**src/rtl/period_meter.sv**
```systemverilog
// period_meter: measures the rising-to-rising period of an asynchronous slow input in clk cycles.
// Optional macro PERIOD_METER_DUTY_EN adds the high_time output (rise-to-fall duration).
//
// state   | meaning
// --------+------------------------------------------------------------
// IDLE    | counter held at 0; waiting for a rise to arm the meter
// MEASURE | counting clk cycles since the last rise; next rise publishes
module period_meter #(
    parameter int WIDTH      = 16,
    parameter int MIN_PERIOD = 4
) (
    input  logic             clk,
    input  logic             rstn,
    input  logic             sig_in,
    output logic [WIDTH-1:0] period,
    output logic             valid,
    output logic             timeout,
`ifdef PERIOD_METER_DUTY_EN
    output logic [WIDTH-1:0] high_time,
`endif
    output logic             glitch
);

    typedef enum logic {
        ST_IDLE,
        ST_MEASURE
    } state_t;

    localparam logic [WIDTH-1:0] CNT_MAX = '1;
    localparam logic [WIDTH:0]   MIN_M   = (WIDTH+1)'(MIN_PERIOD);
    localparam logic [WIDTH:0]   ONE_M   = (WIDTH+1)'(1);

    state_t           state_q, state_d;
    logic             s1_q, s2_q, s3_q;
    logic [WIDTH-1:0] cnt_q, cnt_d;
    logic [WIDTH-1:0] period_q, period_d;
    logic             valid_q, valid_d;
    logic             timeout_q, timeout_d;
    logic             glitch_q, glitch_d;
    logic             rise;
    logic [WIDTH:0]   m;

`ifdef PERIOD_METER_DUTY_EN
    logic [WIDTH-1:0] ht_lat_q, ht_lat_d;
    logic [WIDTH-1:0] high_time_q, high_time_d;
    logic             fall_seen_q, fall_seen_d;
    logic             fall;
`endif

    assign rise = s2_q & ~s3_q;
    // One extra bit so a rise on the terminal count shows up as 2^WIDTH.
    assign m    = {1'b0, cnt_q} + ONE_M;
`ifdef PERIOD_METER_DUTY_EN
    assign fall = ~s2_q & s3_q;
`endif

    always_comb begin
        state_d   = state_q;
        cnt_d     = cnt_q;
        period_d  = period_q;
        timeout_d = timeout_q;
        valid_d   = 1'b0;
        glitch_d  = 1'b0;
`ifdef PERIOD_METER_DUTY_EN
        ht_lat_d    = ht_lat_q;
        high_time_d = high_time_q;
        fall_seen_d = fall_seen_q;
`endif
        case (state_q)
            ST_IDLE: begin
                cnt_d = '0;
                if (rise) begin
                    state_d = ST_MEASURE;
`ifdef PERIOD_METER_DUTY_EN
                    fall_seen_d = 1'b0;
`endif
                end
            end
            ST_MEASURE: begin
                if (rise) begin
                    cnt_d = '0;
`ifdef PERIOD_METER_DUTY_EN
                    fall_seen_d = 1'b0;
`endif
                    if (cnt_q == CNT_MAX) begin
                        timeout_d = 1'b1;
                    end else if (m >= MIN_M) begin
                        period_d  = m[WIDTH-1:0];
                        valid_d   = 1'b1;
                        timeout_d = 1'b0;
`ifdef PERIOD_METER_DUTY_EN
                        high_time_d = fall_seen_q ? ht_lat_q : m[WIDTH-1:0];
`endif
                    end else begin
                        glitch_d = 1'b1;
                    end
                end else if (cnt_q == CNT_MAX) begin
                    timeout_d = 1'b1;
                    state_d   = ST_IDLE;
                    cnt_d     = '0;
                end else begin
                    cnt_d = cnt_q + 1'b1;
`ifdef PERIOD_METER_DUTY_EN
                    if (fall) begin
                        ht_lat_d    = m[WIDTH-1:0];
                        fall_seen_d = 1'b1;
                    end
`endif
                end
            end
            default: state_d = ST_IDLE;
        endcase
    end

    always_ff @(posedge clk or negedge rstn) begin
        if (!rstn) begin
            state_q   <= ST_IDLE;
            s1_q      <= 1'b0;
            s2_q      <= 1'b0;
            s3_q      <= 1'b0;
            cnt_q     <= '0;
            period_q  <= '0;
            valid_q   <= 1'b0;
            timeout_q <= 1'b0;
            glitch_q  <= 1'b0;
        end else begin
            state_q   <= state_d;
            s1_q      <= sig_in;
            s2_q      <= s1_q;
            s3_q      <= s2_q;
            cnt_q     <= cnt_d;
            period_q  <= period_d;
            valid_q   <= valid_d;
            timeout_q <= timeout_d;
            glitch_q  <= glitch_d;
        end
    end

`ifdef PERIOD_METER_DUTY_EN
    always_ff @(posedge clk or negedge rstn) begin
        if (!rstn) begin
            ht_lat_q    <= '0;
            high_time_q <= '0;
            fall_seen_q <= 1'b0;
        end else begin
            ht_lat_q    <= ht_lat_d;
            high_time_q <= high_time_d;
            fall_seen_q <= fall_seen_d;
        end
    end

    assign high_time = high_time_q;
`endif

    assign period  = period_q;
    assign valid   = valid_q;
    assign timeout = timeout_q;
    assign glitch  = glitch_q;

endmodule

```
**config.mk**
```make
export PLATFORM = sky130hd
export DESIGN_NAME = period_meter
export DESIGN_NICKNAME = d
export VERILOG_FILES = /design/src/rtl/period_meter.sv
export SDC_FILE = /design/constraint.sdc
export NUM_CORES = 1
export LEC_CHECK = 0
export BUFFER_PORTS_ARGS = -buffer_cell sky130_fd_sc_hd__buf_2
export CELL_PAD_IN_SITES_DETAIL_PLACEMENT = 0
export CELL_PAD_IN_SITES_GLOBAL_PLACEMENT = 1
export CORE_UTILIZATION = 30
export DETAILED_ROUTE_END_ITERATION = 16
export GPL_ROUTABILITY_DRIVEN = 0
export PLACE_DENSITY = 0.59
export SLEW_MARGIN = 10
export SYNTH_ARGS = -nofsm -noshare
export SYNTH_HDL_FRONTEND = slang
export SYNTH_SLANG_ARGS = --single-unit
```
**constraint.sdc**
```tcl
create_clock -name clk -period 3.95 [get_ports clk]
set_clock_uncertainty 0.2 [all_clocks]
set_input_delay 0.395 -clock clk [delete_from_list [all_inputs] [get_ports clk]]
set_output_delay 0.395 -clock clk [all_outputs]
set_load 0.005 [all_outputs]
```
# Word-level counts from Yosys, hierarchy flattened
# Cells that the tools add are included.
# op_classes
add_sub_neg	2
mux	19
bitwise	4
n_reduce_logical	4
n_eq_ne	1
n_lt_le_gt_ge	1
# ops
op	n
16-bit 2-to-1 mux	2
16-bit case mux with 2 select lines	1
16-bit by 1-bit adder with 17-bit output (second input constant)	1
17-bit by 3-bit >= comparator with 1-bit output (second input constant)	1
16-bit by 1-bit adder with 16-bit output (second input constant)	1
16-bit equality test (second input constant)	1
1-bit 2-to-1 mux	15
4-bit AND reduction	1
2-bit nonzero test	2
1-bit inverter	3
3-bit AND reduction	1
1-bit case mux with 2 select lines	1
1-bit AND	1
# word_totals
out_inout_bits	19
register_bits	39

# Logic depth before layout (Yosys ltp)
# logic_depth
word_depth	6
ltp_mapped	9
mapped_depth_nobuf	7

# Least setup slack after synthesis
# OpenSTA, ideal clock, no wires.
# synth_timing
path_kind	register to register
from	register cnt_q[0]
to	register period_q[9], in the netlist period[9]
t_arrival_ns	2.515
path_buffers	2
synth_period_minus_slack_ns	2.848
setup_ns	0.132
path_stages_with_launch	10
setup_slack_ns	1.102
t_required_ns	3.618
cell_sequence	dfrtp_1 > ha_1 > buf_6 > or4b_1 > or3_1 > a32oi_1 > nor4b_4 > a31oi_4 > buf_6 > mux2i_1
# synth_via
elab_chain_len	3
# synth_rtl
element	line	rtl
from (decl)	35	logic [WIDTH-1:0] cnt_q, cnt_d;
from (signal assigned)	131	cnt_q <= cnt_d;
16-bit by 1-bit adder with 17-bit output or 16-bit equality test (tied branches)	52, 85	
17-bit by 3-bit >= comparator with 1-bit output or 1-bit inverter (tied branches)	--	
4-bit AND reduction (no line)	--	
to (signal assigned)	132	period_q <= period_d;
to (decl)	36	logic [WIDTH-1:0] period_q, period_d;
# Several ways; a longest one is shown, not always the timed one.
# A chain may end at the register's enable or synchronous reset.

# Final worst setup path
# layout_timing
from	register cnt_q[0]
to	register period_q[6], in the netlist period[6]
# Same word-level chain as after synthesis.

==> flow_summary.toml <==
[placement]
io_buffers = 21
place_area_um2 = 1963
pre_cts_ws_ps = 650.8
dp_hpwl_mm = 2.426

[critical_path]
cp-startpoint = "cnt_q[0]$_DFF_PN0_"
r2r-start = "cnt_q[0]$_DFF_PN0_"
critical_path_class = "flip-flop to flip-flop"
critical_path_arrival_ps = 3270
reg2reg_depth = 8
critPathSlowestCell = "nor4_2"
crit_required_ps = 3960
worstPathCellList = "ha_1 -> nand4_1 -> nor4_2 -> xor2_1 -> nor4b_4 -> a31oi_4 -> buf_4 -> mux2i_1"
cpPeakStageDelay_ps = 500
cp_max_fo = 11
ff2ff_setup_slack_ps = 690
crit_path_end_kind = "flip-flop"
start_kind = "flip-flop"
r2r-end = "period[6]$_DFFE_PN0P_"

[finish]
layout_common_cells = "dfrtp_1, buf_2, nor2_1"
final_common_cell = "dfrtp_1"
area_growth_pct = 15.07
drive_gt1_share_pct = 18.23
postLayoutCellArea_um2 = 2073
diodes = 0
fillers = 550
final_net_count = 196

[status]
status = "completed"

[timing]
tightest_slew_ps = 850.7
min_period_over_period_pct = 82.50
period_minus_slack_ps = 3259
relSlewSlack_pct = 43.29
rsz0062_at_grt = "no"
slew_viol_final = 0
fin_ws_ps = 691.2
hold_violations = 0
setup_viol = 0
tns_ps = 0
fmaxAchievable_ghz = 0.3069

[power_and_ir_drop]
power_leakage_nw = 0.9353
vdd_drop_max_v = 0.0002143
cellPowerDensity_nw_per_um2 = 472.1

[floorplan]
initial_core_util_pct = 31.94
fp-row-count = 27
dieHeight_um = 79.50
die_area_um2 = 6319
core_region_area_um2 = 5642
die_w_um = 79.50
ios = 22

[drt]
wl_per_cell_um = 13.10
antenna_left = 0
viasPerCell = 4.644
firstDrtPassIters = 4
wl_mm = 3.458
num_vias = 1226
drt_iter0_drc = 93
drc = 0

[logic_synthesis]
ys_seq_area_share_pct = 54.17
async_flop_share_pct = 100.0
synth_ff_type = "dfrtp_1"
avgSynthCellArea_um2 = 10.79
synth-seq-cells = 39
yosysWarnings = 0
synth.cell_area_um2 = 1802
ys_types = 33
synthCells = 167
syn_nets = 172
synth_edf_count = 0

[global_routing]
grt_usage_pct = 12.58
antenna_found_initial = 0
grt_max_degree = 40
grt-ovfl-total = 0
grt_pass1_wl_mm = 6.030
grt_util_met3_pct = 3.771
met2_usage_pct = 19.32
grt.busiest_layer = "met2"
grtUsageMet1_pct = 16.93
grt_pass1_vias = 1246

[clocking]
clkLatencyLatePin_ps = 290
tritoncts = "built"
path_clk_slew_ps = 70
ctsRootBufferMaster = "clkbuf_8"
cts_sinks = 39
cts_setup_buffers = 0
cts_buffer_depth = 2
cts_max_level = 2
numCtsBuffers = 5

[worst_hold_path]
min_path_type = "input port to async pin"

[flow_run]
cap_violations = 0
[power by group]
part | switching (W) | internal (W)
clock | 0.000130 | 0.000159
combinational | 0.000108 | 0.0000950
sequential | 0.0000455 | 0.000441
[timing repair]
action,4_1_cts,5_1_grt
endpoints found under the hold margin,0,1
gates resized for setup,0,0
hold buffers,0,1
[cells in the mapped netlist (3+ instances only)]
cell type / count / area, um^2
nor4_1: 3 / 18.77
nor2_1: 19 / 71.32
mux2_2: 3 / 33.78
nand2_1: 11 / 41.29
nand3_1: 9 / 45.04
xnor2_1: 9 / 78.83
dfrtp_1: 39 / 975.9
xor2_1: 4 / 35.03
buf_2: 3 / 15.01
inv_1: 18 / 67.56
nor3_1: 4 / 20.02
nor2b_1: 3 / 18.77
nand4_1: 4 / 25.02
mux2i_1: 12 / 120.1
[critical path: cells and delay by family (launching register included)]
kind | cells | cell delay, ps
compound gates | 1 | 480
xor+xnor | 1 | 340
fa+ha+maj | 1 | 340
buf+inv | 1 | 260
flops | 1 | 470
mux | 1 | 190
simple gates | 3 | 890
[area by class of cell]
| class | count | area (um^2) | area share, % |
|---|---|---|---|
| repair buffers | 23 | 122.6 | 5.914 |
| clock buffers | 8 | 100.1 | 4.828 |
| multi-input cells | 104 | 716.9 | 34.58 |
| flip-flops and latches | 39 | 975.9 | 47.07 |
| inverters | 18 | 67.56 | 3.259 |
| well taps | 72 | 90.09 | 4.345 |
[sequential cells by signal (all words and copies together), names as in the netlist]
signal / count
s2_q: 1
valid: 1
timeout: 1
period: 16
cnt_q: 16
s3_q: 1
state_q: 1
s1_q: 1
glitch: 1
[layer usage]
metal	share of wire (%)	vias up	routed length (um)
met2	47	22	1618
met1	48	589	1677
met4	1.3	0	44
met3	3.4	5	118
li1	-	610	-
met5	0	-	0
[cells by family (layout without fill, tap and decap cells)]
family	after synthesis	after routing	share of synthesized area, %
buffers and inverters	24	49	6.041
multiplexers	15	15	8.542
adder cells (fa/ha/maj)	2	2	1.389
AND/OR/NAND/NOR	63	63	18.61
AO/OA/AOI/OAI	11	11	4.931
XOR/XNOR	13	13	6.319
flip-flops	39	39	54.17
[metrics by stage]
stage	power [W]	hold slack [ps]	util, %	std cells
after floorplan	0.0006423	-100.6	-	167
after detailed placement	0.0006981	136.5	34.80	255
after CTS	0.0009924	2.813	36.57	263
after global routing	0.001041	79.70	36.75	264
after global placement	0.0006913	132.7	34.80	255
final	0.0009788	16.97	36.75	264
[worst max-delay path by stage]
stage                                  end  slack, ps  cells past startpoint
floorplan            period[9]$_DFFE_PN0P_       1100                      9
global placement    period[14]$_DFFE_PN0P_        840                      7
detailed placement   period[6]$_DFFE_PN0P_        650                      8
CTS                  period[6]$_DFFE_PN0P_        650                      8
global route         period[6]$_DFFE_PN0P_        450                      8
finish               period[6]$_DFFE_PN0P_        690                      8
No activity file was read; power rests on OpenSTA's default activity.
